### src/rtl/ofm_writer_if.sv
// Memory write bus used by ofm_writer.
//   wr_valid : write request (master -> slave)
//   wr_ready : slave accepts the write when high together with wr_valid
//   wr_addr  : word address of the write
//   wr_data  : word written
interface ofm_writer_if #(
    parameter int unsigned DATA_WIDTH = 32,
    parameter int unsigned ADDR_WIDTH = 12
);
    logic                  wr_valid;
    logic                  wr_ready;
    logic [ADDR_WIDTH-1:0] wr_addr;
    logic [DATA_WIDTH-1:0] wr_data;

    modport master (
        output wr_valid,
        output wr_addr,
        output wr_data,
        input  wr_ready
    );

    modport slave (
        input  wr_valid,
        input  wr_addr,
        input  wr_data,
        output wr_ready
    );
endinterface

### src/rtl/ofm_writer.sv
// Output feature-map writer: buffers pooled words from the conv/pool stage in
// a small FIFO and streams them to memory at consecutive addresses.
// Ports:
//   clk1, rst            : clock, asynchronous active-high reset
//   start                : one-cycle pulse that opens a frame (honoured in IDLE only)
//   data_in, in_valid    : pooled word stream, no upstream stall
//   end_pool             : upstream frame-complete pulse
//   wr (master)          : memory write bus (wr_valid/wr_ready/wr_addr/wr_data)
//   busy, done           : frame in progress / one-cycle frame-finished pulse
//   overflow             : sticky, a word was dropped or arrived outside COLLECT/IDLE
//   short_frame          : sticky, end_pool came before the full frame was seen
module ofm_writer #(
    parameter int unsigned           DATA_WIDTH = 32,
    parameter int unsigned           CO         = 16,
    parameter int unsigned           FINAL_SIZE = 6,
    parameter int unsigned           FIFO_DEPTH = 16,
    parameter int unsigned           ADDR_WIDTH = 12,
    parameter logic [ADDR_WIDTH-1:0] BASE_ADDR  = '0
) (
    input  logic                  clk1,
    input  logic                  rst,
    input  logic                  start,
    input  logic [DATA_WIDTH-1:0] data_in,
    input  logic                  in_valid,
    input  logic                  end_pool,
    ofm_writer_if.master          wr,
    output logic                  busy,
    output logic                  done,
    output logic                  overflow,
    output logic                  short_frame
);

    localparam int unsigned TOTAL = CO * FINAL_SIZE * FINAL_SIZE;
    localparam int unsigned CNT_W = $clog2(TOTAL + 1);
    localparam int unsigned IDX_W = $clog2(FIFO_DEPTH);
    localparam int unsigned PTR_W = IDX_W + 1;

    typedef enum logic [1:0] {
        IDLE    = 2'd0,
        COLLECT = 2'd1,
        DRAIN   = 2'd2,
        DONE    = 2'd3
    } state_t;

    state_t                state;
    logic [PTR_W-1:0]      wr_ptr;
    logic [PTR_W-1:0]      rd_ptr;
    logic [CNT_W-1:0]      in_cnt;
    logic [ADDR_WIDTH-1:0] out_addr;
    logic [DATA_WIDTH-1:0] mem [FIFO_DEPTH];

    logic             empty;
    logic             full;
    logic             pop;
    logic             start_go;
    logic             push_req;
    logic             push;
    logic             frame_end;
    logic [CNT_W-1:0] in_cnt_nxt;

    // Pointers carry one extra wrap bit so full and empty are distinguishable.
    assign empty = (wr_ptr == rd_ptr);
    assign full  = (wr_ptr[IDX_W-1:0] == rd_ptr[IDX_W-1:0]) &&
                   (wr_ptr[IDX_W] != rd_ptr[IDX_W]);

    assign pop      = !empty && wr.wr_ready;
    assign start_go = (state == IDLE) && start;
    assign push_req = (state == COLLECT) && in_valid;
    // A full FIFO still takes the word when the head leaves in the same cycle.
    assign push     = push_req && (!full || pop);

    assign in_cnt_nxt = in_cnt + CNT_W'(push);
    // The push coincident with end_pool is counted before judging short_frame.
    assign frame_end  = end_pool || (in_cnt_nxt == CNT_W'(TOTAL));

    // Write bus is a pure function of registered FIFO/address state.
    assign wr.wr_valid = !empty;
    assign wr.wr_data  = empty ? '0 : mem[rd_ptr[IDX_W-1:0]];
    assign wr.wr_addr  = out_addr;

    // FIFO storage; contents are don't-care while the pointers say empty.
    always_ff @(posedge clk1) begin
        if (push) begin
            mem[wr_ptr[IDX_W-1:0]] <= data_in;
        end
    end

    // FIFO pointers, input count and write address.
    always_ff @(posedge clk1 or posedge rst) begin
        if (rst) begin
            wr_ptr   <= '0;
            rd_ptr   <= '0;
            in_cnt   <= '0;
            out_addr <= '0;
        end else if (start_go) begin
            wr_ptr   <= '0;
            rd_ptr   <= '0;
            in_cnt   <= '0;
            out_addr <= BASE_ADDR;
        end else begin
            in_cnt <= in_cnt_nxt;
            if (push) begin
                wr_ptr <= wr_ptr + PTR_W'(1);
            end
            if (pop) begin
                rd_ptr   <= rd_ptr + PTR_W'(1);
                out_addr <= out_addr + ADDR_WIDTH'(1);
            end
        end
    end

    // Frame control FSM with registered status outputs.
    always_ff @(posedge clk1 or posedge rst) begin
        if (rst) begin
            state       <= IDLE;
            busy        <= 1'b0;
            done        <= 1'b0;
            overflow    <= 1'b0;
            short_frame <= 1'b0;
        end else begin
            done <= 1'b0;
            case (state)
                IDLE: begin
                    if (start) begin
                        state       <= COLLECT;
                        busy        <= 1'b1;
                        overflow    <= 1'b0;
                        short_frame <= 1'b0;
                    end
                end
                COLLECT: begin
                    if (push_req && !push) begin
                        overflow <= 1'b1;
                    end
                    if (frame_end) begin
                        state <= DRAIN;
                        if (end_pool && (in_cnt_nxt < CNT_W'(TOTAL))) begin
                            short_frame <= 1'b1;
                        end
                    end
                end
                DRAIN: begin
                    if (in_valid) begin
                        overflow <= 1'b1;
                    end
                    if (empty) begin
                        state <= DONE;
                        busy  <= 1'b0;
                        done  <= 1'b1;
                    end
                end
                DONE: begin
                    if (in_valid) begin
                        overflow <= 1'b1;
                    end
                    state <= IDLE;
                end
                default: begin
                    state <= IDLE;
                    busy  <= 1'b0;
                end
            endcase
        end
    end

endmodule
### src/flat_wrapper.sv
// flat-port wrapper written by rule: the top's interface ports become plain ports
module ofm_writer_flat 
#(
    parameter int unsigned           DATA_WIDTH = 32,
    parameter int unsigned           CO         = 16,
    parameter int unsigned           FINAL_SIZE = 6,
    parameter int unsigned           FIFO_DEPTH = 16,
    parameter int unsigned           ADDR_WIDTH = 12,
    parameter logic [ADDR_WIDTH-1:0] BASE_ADDR  = '0
)
  (clk1, rst, start, data_in, in_valid, end_pool, busy, done, overflow, short_frame, wr_wr_valid, wr_wr_addr, wr_wr_data, wr_wr_ready);
  ofm_writer_if #(.DATA_WIDTH(DATA_WIDTH), .ADDR_WIDTH(ADDR_WIDTH)) wr_i ();
  input  logic clk1;
  input  logic rst;
  input  logic start;
  input  logic [DATA_WIDTH-1:0] data_in;
  input  logic in_valid;
  input  logic end_pool;
  output logic busy;
  output logic done;
  output logic overflow;
  output logic short_frame;
  output wire logic [$bits(wr_i.wr_valid)-1:0] wr_wr_valid;
  output wire logic [$bits(wr_i.wr_addr)-1:0] wr_wr_addr;
  output wire logic [$bits(wr_i.wr_data)-1:0] wr_wr_data;
  input wire logic [$bits(wr_i.wr_ready)-1:0] wr_wr_ready;
  assign wr_wr_valid = wr_i.wr_valid;
  assign wr_wr_addr = wr_i.wr_addr;
  assign wr_wr_data = wr_i.wr_data;
  assign wr_i.wr_ready = wr_wr_ready;
  ofm_writer #(.DATA_WIDTH(DATA_WIDTH), .CO(CO), .FINAL_SIZE(FINAL_SIZE), .FIFO_DEPTH(FIFO_DEPTH), .ADDR_WIDTH(ADDR_WIDTH), .BASE_ADDR(BASE_ADDR)) u_core (.clk1(clk1), .rst(rst), .start(start), .data_in(data_in), .in_valid(in_valid), .end_pool(end_pool), .wr(wr_i), .busy(busy), .done(done), .overflow(overflow), .short_frame(short_frame));
endmodule
### config.mk
export PLATFORM = sky130hd
export DESIGN_NAME = ofm_writer_flat
export DESIGN_NICKNAME = d
export VERILOG_FILES = /design/src/rtl/ofm_writer_if.sv /design/src/rtl/ofm_writer.sv /design/src/flat_wrapper.sv
export SDC_FILE = /design/constraint.sdc
export NUM_CORES = 1
export LEC_CHECK = 0
export ABC_AREA = 1
export BUFFER_PORTS_ARGS = -buffer_cell sky130_fd_sc_hd__clkbuf_2
export CAP_MARGIN = 10
export CORE_UTILIZATION = 33
export DETAILED_ROUTE_END_ITERATION = 10
export HOLD_SLACK_MARGIN = 0.05
export PLACE_DENSITY = 0.59
export SETUP_SLACK_MARGIN = 0.05
export SKIP_LAST_GASP = 1
export SLEW_MARGIN = 20
export SYNTH_ARGS = -nofsm -noshare
export SYNTH_HDL_FRONTEND = slang
export SYNTH_SLANG_ARGS = --single-unit
### constraint.sdc
create_clock -name clk1 -period 3.3 [get_ports clk1]
set_input_delay 0.66 -clock clk1 [delete_from_list [all_inputs] [get_ports clk1]]
set_output_delay 0.66 -clock clk1 [all_outputs]
set_load 0.02 [all_outputs]
==> metrics.md, run 1 <==
| Metric | Value |
|---|---|
| Relative slew slack | `a little under three fifths` |
| Mapped Cells | `approximately 1700` |
| Pre-CTS setup slack | `a little under 0.4 ns` |
| CP dominant cell by count | `nand2_1` |
| RSZ-0062 raised after global routing | `yes` |
| Syn Area/Cell | `13.14 µm²` |
| CTS clock-pin slew for the worst setup and hold paths | `0.07 ns` |
| Max_cap viols | `0` |
| Fraction of layout cells with a size suffix above 1 | `15.50%` |
| Initial antenna violation count | `2` |
| Synth Flop Type | `edfxtp_1` |
| Status | `completed` |
| Die area | `just under 0.07 mm²` |
| GR Overflow Total | `0` |
| TritonCTS buffer count | `52` |
| Most area-hungry cell type in the Yosys netlist | `edfxtp_1` |
| Vias per inst | `5.206` |
| Port buffer count | `86` |
| H-tree levels | `2` |
| Cells taking the most area after synthesis | `edfxtp_1 (68%), nor2_1 (5.6%), dfrtp_1 (4.2%)` |
| Final period utilization | `a little over nine tenths` |
| Pwr Total | `around 22 mW` |
| Worst slew pin tran | `roughly 0.64 ns` |
| Die Y | `263.4 µm` |
| Post-layout minimum cycle time | `roughly 3.2 ns` |
| Vias post-DR | `between 10000 and 15000` |
| Boundary Pins | `87` |
| First-pass GRT wire length | `86600 µm` |
| Cts-stage hold buffer count | `0` |
| Max VDD drop | `between 400 and 500 µV` |
| # nets final | `1874` |
| Number of flops mapped to enable cells by yosys | `512` |
| Critical path capture point type | `primary output` |
| Fmax | `between 0.3 and 0.4 GHz` |
| Seq/Total Area, Yosys | `roughly 72%` |
| Synth warnings | `0` |
| Synth top area share | `between 60% and 70%` |
| CP peak stage delay | `0.48 ns` |
| Synth cell count leaders | `edfxtp_1 (512), nor2_1 (334), o21ai_0 (166), nand2_1 (164), inv_1 (67)` |
| Post-DRT Antenna Nets | `0` |
| Drt total wl | `~60000 µm` |
| Cell area power density | `812.0 mW/mm²` |
| Syn Nets | `~1800` |
| Clk sinks | `550` |
| Setup Skew | `approximately 0.015 ns` |
| LEAKAGE | `between 8 and 9 nW` |
| Routability Congestion | `0.7564` |
| Hold Crit Class | `in2async` |
| Flops & latches, synth | `550` |
| Worst endpoint data arrival time | `between 2 and 3 ns` |
| Clock root buffer master | `clkbuf_16` |
| Slowest-stage cell, CP | `dfrtp_4` |
| Yosys cell types | `42` |
| Post-synthesis async set-or-reset flop share | `just under 7%` |
| Vias in the first global route | `14180` |
| Tot GR Track Use | `16.42%` |
| Wire length per cell | `around 22 µm` |
| Worst-Skew Late Latency | `about 0.60 ns` |
| DRT Pass-1 Iters | `7` |
| Largest net degree at the start of global routing | `100` |
| Final setup fails | `0` |
| Max-slew violations | `0` |
| DR iter-0 viols | `around 1200` |
| DPL Wire Length | `roughly 28000 µm` |
| Crit path kind | `reg2out` |
| Max Fanout on Critical Path | `18` |
| Post-Syn Area | `0.02255 mm²` |
| # fillers | `just over 6000` |
| CTS tree | `yes` |
| Sum Neg Setup Slack | `0 ns` |
| Core ar. | `a little under 0.07 mm²` |
| CP required | `2.64 ns` |
| Starting density of the core | `between 30% and 40%` |
| Antenna cells | `0` |
| Hold Fails Final Rpt | `0` |
| Crit-path cells | `buf_6, inv_12, buf_4, clkbuf_16, nor2_1, o32ai_1, nand2_1, nand2_1, inv_1, a21oi_2, clkbuf_2` |
| Leading cell type by number of instances after synthesis | `edfxtp_1` |
| Floorplan row count | `95` |
| Synth-to-layout area growth | `17.69%` |
| DRC viols | `0` |
| Critical path launch point type | `flip-flop` |
| Setup ws final | `about 0.1 ns` |
| CTS Buffer Depth | `3` |
| Die W | `between 200 and 300 µm` |
[path summary, 6_finish.rpt]
check                                 start          endpoint  slack [ns]  cells after the start
min in group clk1                  in_valid   u_core.overflow        0.45                      4
max in group asynchronous               rst  u_core.rd_ptr[2]        2.93                      3
max reg2reg                u_core.rd_ptr[0]   u_core.state[1]        0.34                     20
min reg2reg                u_core.wr_ptr[4]  u_core.wr_ptr[4]        0.49                      1
min                                     rst  u_core.rd_ptr[1]        0.10                      3
max                        u_core.rd_ptr[0]    wr_wr_data[22]         0.1                     11
[registers in the layout, indices dropped and copies added (netlist names)]
signal and flops:
u_core.mem 512, u_core.wr.wr_addr 12, u_core.in_cnt 10, u_core.rd_ptr 5, u_core.wr_ptr 5, u_core.state 2
u_core.busy 1, u_core.done 1, u_core.overflow 1, u_core.short_frame 1
[where the power goes]
group | switching (mW) | internal [mW] | leakage [nW]
sequential | 0.148 | 7.87 | 5.11
clock | 2.54 | 3.27 | 0.794
combinational | 5.01 | 2.72 | 3.03
total | 7.69 | 13.9 | 8.94
[final cells by class]
class	count	area, µm²	area share, %
tap	873	1092	4.115
clock inverter	34	295.3	1.112
timing repair buffer	154	1665	6.274
timing repair inverter	1	8.758	0.03300
clock buffer	61	1335	5.030
multi-input combinational	992	5518	20.79
inverter	72	294.0	1.108
sequential	550	16330	61.54
[stage by stage]
step | util, % | hold slack, ns | instance area, µm² | std cells
after global placement | 35.97 | 0.4651 | 24240 | 2612
after CTS | 39.02 | 0.08378 | 26300 | 2722
after global routing | 39.38 | 0.1120 | 26540 | 2737
after detailed placement | 35.97 | 0.4741 | 24240 | 2612
final | 39.38 | 0.1021 | 26540 | 2737
after floorplan | - | 0.4552 | 22550 | 1716
[layer usage]
layer  GRT usage [%]  vias to the layer above  share of wire (%)
li1                -                     6519                  -
met3           2.338                       91                5.6
met5               0                        -              0.052
met2           28.29                      440                 49
met4           6.180                        4                2.6
met1           20.89                     7196                 42
[timing repair]
| action | in CTS | in global routing |
|---|---|---|
| resized for setup | 21 | 27 |
| buffers inserted | 7 | 8 |
| gates cloned | 8 | 8 |
| hold endpoints to repair | 0 | 0 |
| pin swaps | 2 | 5 |
| setup endpoints to repair | 32 | 34 |
[logic make-up (layout without fill, tap and decap cells)]
family          after synthesis  after routing  share of synthesized area (%)
simple gates                574            574                          10.18
flops                       550            550                          72.38
compound gates              347            347                          10.25
buf+inv                     174            322                          3.950
mux                          48             48                          2.130
fa+ha+maj                    13             13                         0.7212
xor+xnor                     10             10                         0.3884
[placed cells by master, fill, tap and decap left out, types with 3 or more instances in the layout]
cell / instances
nor2_1: 317
o211ai_1: 20
a21oi_2: 25
buf_2: 4
nor3b_1: 3
a21oi_1: 8
nand2_1: 163
buf_6: 3
o221ai_1: 44
edfxtp_1: 512
inv_1: 65
clkbuf_16: 58
nor2_4: 17
o22ai_1: 4
clkbuf_1: 9
bufinv_16: 5
mux2i_1: 48
buf_4: 25
buf_12: 26
clkinv_2: 9
buf_16: 13
ha_1: 13
o21ai_1: 3
o21ai_0: 166
o21a_1: 3
nand3_1: 48
clkinvlp_4: 3
clkinv_1: 18
xor2_1: 9
dfrtp_1: 35
nand4_1: 4
o32ai_1: 61
nor3_1: 14
clkbuf_2: 76
a31oi_2: 5
[worst max-delay path, delay by kind of cell, from the launching register on]
kind,cells,cell delay (ns)
and+or+nand+nor,3,0.23
buffers and inverters,6,0.84
DFF,1,0.48
AOI/OAI and AO/OA,2,0.40
No activity file was read; power rests on OpenSTA's default activity.
==> run 2: changes to the inputs <==
BUFFER_PORTS_ARGS = -buffer_cell sky130_fd_sc_hd__buf_2   (was -buffer_cell sky130_fd_sc_hd__clkbuf_2)
==> run 2 against run 1 <==
Net effect:
- register-to-register slack gained 0.06 ns
- sequential power is essentially flat
- final cell count shrank 0.26%
- worst setup slack lost 0.0055 ns
- largest cell class unchanged
- critical path depth shrank 3
- clock skew grew 0.0079 ns
- power shrank 0.55%
- die area is the same
- clock power grew 2%
- critical path type unchanged
- routed wire length shrank 5.0%
==> metrics.md, run 2 (synthesis gave the netlist of run 1 again) <==
| Metric | Value |
|---|---|
| Worst slew pin tran | `0.9163 ns` |
| Worst endpoint data arrival time | `approximately 2.6 ns` |
| Placed Area | `between 0.02 and 0.025 mm²` |
| Critical path capture point type | `primary output` |
| Initial antenna violation count | `5` |
| Vias post-DR | `between 10000 and 15000` |
| DRC viols | `0` |
| Routability Congestion | `approximately 0.76` |
| H-tree levels | `2` |
| Max_cap viols | `0` |
| Cts-stage hold buffer count | `0` |
| Crit path max-delay family | `buffers and inverters` |
| CP bufs+invs | `4` |
| Final period utilization | `97.18%` |
| Final setup fails | `0` |
| Hold Crit Class | `in2async` |
| Post-route core utilization | `a little under 40%` |
| Multi-input gate area | `0.005560 mm²` |
| DR iter-0 viols | `approximately 1200` |
| CTS clock-pin slew for the worst setup and hold paths | `approximately 0.060 ns` |
| Max VDD drop | `489.3 µV` |
| Worst-Skew Late Latency | `0.61 ns` |
| Tot GR Track Use | `between 15 and 20%` |
| Pwr Total | `between 20 and 25 mW` |
| Die Y | `263.4 µm` |
| Hold WS | `approximately 0.14 ns` |
| Floorplan row count | `between 90 and 100` |
| Synth-to-layout area growth | `17.32%` |
| RSZ-0062 raised after global routing | `yes` |
| DPL Wire Length | `about 29000 µm` |
| Clock root buffer master | `clkbuf_16` |
| CTS tree | `yes` |
| Setup Skew | `around 0.023 ns` |
| # nets final | `1869` |
| Post-DRT Antenna Nets | `0` |
| Vias in the first global route | `13730` |
| LEAKAGE | `8.936 nW` |
| Die W | `between 200 and 300 µm` |
| Slowest-stage cell, CP | `dfrtp_4` |
| Die area | `0.06940 mm²` |
| Max reg flops | `roughly 510` |
| TritonCTS buffer count | `55` |
| GR Overflow Total | `0` |
| Most common cell after layout, fill and taps aside | `edfxtp_1` |
| Crit-path cells | `buf_4, buf_4, clkbuf_16, mux2i_1, o221ai_1, nand3_1, a21oi_2, buf_2` |
| Starting density of the core | `~33%` |
| Clk sinks | `between 500 and 600` |
| Vias per inst | `just over 5` |
| Drt total wl | `roughly 57000 µm` |
| CTS Buffer Depth | `3` |
| CP dominant cell by count | `buf_4` |
| Max-slew violations | `0` |
| Fmax | `between 0.3 and 0.4 GHz` |
| Register area | `roughly 0.016 mm²` |
| Fraction of layout cells with a size suffix above 1 | `between 10% and 20%` |
| Port buffer count | `between 80 and 90` |
| Boundary Pins | `between 80 and 90` |
| Post-layout minimum cycle time | `3.207 ns` |
| Status | `completed` |
| Largest net degree at the start of global routing | `between 100 and 150` |
| Crit path kind | `reg2out` |
| CP required | `2.64 ns` |
| Core ar. | `approximately 0.067 mm²` |
| Relative slew slack | `38.53%` |
| Hold Fails Final Rpt | `0` |
| # fillers | `~6100` |
| First-pass GRT wire length | `between 80000 and 90000 µm` |
| Critical path launch point type | `flip-flop` |
| CP peak stage delay | `0.50 ns` |
| Wire length per cell | `20.78 µm` |
| Cell area power density | `slightly above 800 mW/mm²` |
| Most frequent cells in the layout | `edfxtp_1 (512), nor2_1 (317), o21ai_0 (166)` |
| Final Cell Area | `approximately 0.026 mm²` |
| DRT Pass-1 Iters | `5` |
| Max Fanout on Critical Path | `16` |
[run 2: cell types whose count changed in the layout (fill, tap and decap cells not counted), sizes merged]
cell | previous run | this run
buf | 72 | 136
clkbuf | 143 | 83
clkinv | 28 | 19
clkinvlp | 3 | 1
bufinv | 5 | 4
diode | 0 | 1
[run 2: power breakdown]
group | internal (mW) | switching, mW
Clock | 3.38 | 2.54
Sequential | 7.87 | 0.137
Combinational | 2.67 | 4.84
[run 2: worst paths after layout]
path                             startpoint           endpoint  slack, ns  cells past startpoint
max                        u_core.rd_ptr[0]     wr_wr_data[17]       0.09                      8
min reg2reg                u_core.wr_ptr[4]   u_core.wr_ptr[4]       0.48                      1
min in group clk1               data_in[13]  u_core.mem[5][13]       0.42                      1
max reg2reg                u_core.rd_ptr[0]    u_core.state[1]       0.40                     18
max in group asynchronous               rst        u_core.done       2.49                      3
min                                     rst   u_core.in_cnt[9]       0.14                      2
[run 2: area by class of cell]
cell class              count  area share (%)
repair buffers            146           5.608
well taps                 873           4.128
multi-input cells         992           21.01
inverters                  72           1.154
clock buffers              73           5.457
diodes                      1        0.009457
flip-flops and latches    550           61.73
clock inverters            22          0.8653
repair inverters            1         0.03310
[run 2: what timing repair did]
| item | CTS | global route |
|---|---|---|
| cloned | 1 | 11 |
| pin swaps | 0 | 7 |
| endpoints found under the hold margin | 0 | 0 |
| setup endpoints to repair | 28 | 35 |
| gates resized for setup | 10 | 34 |
| setup buffers | 1 | 7 |
[run 2: through the flow]
stage	setup TNS, ns	std cells	setup WS (ns)
5_1_grt	-0.01116	2730	-0.008389
3_5_place_dp	0	2614	0.3892
2_1_floorplan	0	1716	0.3725
4_1_cts	0	2711	0.01587
6_report	0	2730	0.09311
3_3_place_gp	0	2614	0.4468
[run 2: metal layers]
layer | wire length (µm) | global-route usage (%) | up-vias
met5 | 40 | 0 | -
met4 | 1223 | 4.552 | 6
met3 | 2795 | 2.563 | 86
met2 | 28310 | 26.96 | 385
met1 | 24350 | 19.96 | 7154
li1 | - | - | 6497
==> run 3: changes to the inputs <==
CELL_PAD_IN_SITES_DETAIL_PLACEMENT = 1   (was not set)
CELL_PAD_IN_SITES_GLOBAL_PLACEMENT = 1   (was not set)
CTS_BUF_LIST = sky130_fd_sc_hd__clkbuf_2   (was not set)
PLACE_DENSITY = 0.66   (was 0.59)
==> run 3 against run 2 <==
Net effect:
- the flow now finishes with violations (setup timing)
- worst setup slack got worse by 0.70 ns
- combinational power rose by 23%
- non-clock buffer count rose by 71
- flip-flop and latch count did not move
- register-to-register slack got worse by 0.16 ns
- worst hold slack improved by 0.12 ns
- critical path type unchanged
- largest power group is now combinational logic
- highest routed layer unchanged
==> metrics.md, run 3 (synthesis gave the netlist of run 1 again) <==
| Metric | Value |
|---|---|
| Vias in the first global route | `16670` |
| Fraction of layout cells with a size suffix above 1 | `23.82%` |
| Fmax | `between 0.2 and 0.3 GHz` |
| Top Layer Used | `met5` |
| Clock root buffer master | `clkbuf_2` |
| Met2 wire length | `between 30000 and 40000 µm` |
| Port buffer count | `86` |
| Failing checks | `setup timing` |
| # fillers | `between 7000 and 8000` |
| CP peak stage delay | `about 0.53 ns` |
| Max VDD drop | `approximately 380 µV` |
| Placed Area | `around 0.024 mm²` |
| Setup ws final | `-0.6096 ns` |
| Vias post-DR | `approximately 16000` |
| # nets final | `roughly 2000` |
| CTS tree | `yes` |
| Crit path kind | `reg2out` |
| Max-slew violations | `0` |
| Most frequent cells in the layout | `edfxtp_1 (512), nor2_1 (315), clkbuf_2 (211)` |
| Worst endpoint data arrival time | `between 3 and 4 ns` |
| Hold Crit Class | `in2reg` |
| Wire length per cell | `approximately 24 µm` |
| DR iter-0 viols | `1288` |
| Slowest-stage cell, CP | `dfrtp_4` |
| Largest net degree at the start of global routing | `70` |
| DPL Wire Length | `roughly 34000 µm` |
| Die Y | `around 260 µm` |
| RSZ-0062 raised after global routing | `yes` |
| CP dominant cell by count | `nand2_1` |
| Tot GR Track Use | `19.54%` |
| TritonCTS buffer count | `147` |
| Register area | `~0.016 mm²` |
| Initial antenna violation count | `5` |
| Die area | `between 0.06 and 0.07 mm²` |
| Relative slew slack | `between 40% and 50%` |
| Post-layout minimum cycle time | `3.910 ns` |
| Most common cell after layout, fill and taps aside | `edfxtp_1` |
| Routability Congestion | `around 0.76` |
| Floorplan row count | `95` |
| Die W | `263.4 µm` |
| Post-route core utilization | `between 40% and 50%` |
| Vias per inst | `between 5 and 6` |
| Max reg flops | `around 510` |
| Core ar. | `about 0.067 mm²` |
| CP required | `approximately 2.6 ns` |
| Max Fanout on Critical Path | `12` |
| Final setup fails | `33` |
| First-pass GRT wire length | `between 100000 and 150000 µm` |
| GR Overflow Total | `0` |
| Synth-to-layout area growth | `21.52%` |
| Crit-path cells | `buf_12, clkinv_16, buf_16, nor2_1, o32ai_2, nand2_1, nand2_1, inv_1, a21oi_4, buf_6` |
| Boundary Pins | `87` |
| H-tree levels | `4` |
| LEAKAGE | `between 9 and 10 nW` |
| CTS clock-pin slew for the worst setup and hold paths | `approximately 0.11 ns` |
| Critical path capture point type | `primary output` |
| DR WL met3 | `4438 µm` |
| CTS Buffer Depth | `3` |
| Final Cell Area | `0.02741 mm²` |
| Cell area power density | `between 800 and 900 mW/mm²` |
| Hold Fails Final Rpt | `0` |
| DRC viols | `0` |
| DRT Pass-1 Iters | `5` |
| Multi-input gate area | `0.005723 mm²` |
| Clk sinks | `between 500 and 600` |
| Worst slew pin tran | `slightly below 0.9 ns` |
| Status | `finished with violations` |
| Worst-Skew Late Latency | `approximately 1.3 ns` |
| Starting density of the core | `33.47%` |
| Post-DRT Antenna Nets | `0` |
| Drt total wl | `between 70000 and 80000 µm` |
| Max_cap viols | `0` |
| M1 wire length | `slightly below 30000 µm` |
| Final period utilization | `118.5%` |
| Setup Skew | `~0.11 ns` |
| Critical path launch point type | `flip-flop` |
| Pwr Total | `roughly 22 mW` |
-- run 3: repair_timing --
| action | in CTS | in global routing |
|---|---|---|
| hold buffers | 40 | 0 |
| setup buffers | 17 | 6 |
| resized for setup | 86 | 63 |
| pin swaps | 14 | 26 |
| cloned | 14 | 10 |
| hold endpoints to repair | 581 | 0 |
| endpoints found under the setup margin | 33 | 36 |
-- run 3: metal layers --
layer / global-route usage (%) / up-vias
met5: 0 / -
met4: 6.828 / 6
met3: 5.051 / 115
met2: 32.61 / 530
met1: 24.49 / 7984
li1: - / 6933
-- run 3: final cells by class --
type,instances,area share (%)
antenna,3,0.02739
clock buffer,211,3.853
clock inverter,51,1.452
inverter,72,1.141
multi-input combinational,992,20.88
sequential,550,59.60
tap,873,3.985
timing repair buffer,217,8.975
timing repair inverter,2,0.09130
-- run 3: critical path: cells and delay by family (launching register included) --
family                 cells  cell delay (ns)
buffers and inverters      5             0.67
AOI/OAI and AO/OA          2             0.43
and+or+nand+nor            3             0.27
DFF                        1             0.53
-- run 3: worst paths after layout --
kind                                   from              endpoint  slack (ns)  depth (start not counted)
max                        u_core.rd_ptr[0]        wr_wr_data[29]       -0.61                         10
min                              data_in[5]      u_core.mem[7][5]        0.26                          2
max reg2reg                u_core.rd_ptr[1]       u_core.state[0]        0.24                         21
min reg2reg                u_core.wr_ptr[4]      u_core.wr_ptr[4]        0.49                          1
max in group asynchronous               rst           u_core.busy        2.22                          5
min in group asynchronous               rst  u_core.wr.wr_addr[2]        0.50                          4
-- run 3: where the power goes --
part	switching (mW)	total, mW	internal, mW
Clock	2.92	5.20	2.28
Combinational	5.68	9.26	3.58
Sequential	0.137	7.99	7.86
Total	8.74	22.5	13.7
-- run 3: metrics by stage --
stage | instances | setup WS [ns] | hold slack (ns) | TNS [ns]
global placement | 2621 | 0.4457 | 0.4647 | 0
CTS | 2954 | -0.8068 | 0.1012 | -24.58
global route | 2971 | -0.8703 | 0.1140 | -26.11
finish | 2971 | -0.6096 | 0.2622 | -17.54
floorplan | 1716 | 0.3725 | 0.4552 | 0
detailed placement | 2621 | 0.3025 | 0.4775 | 0
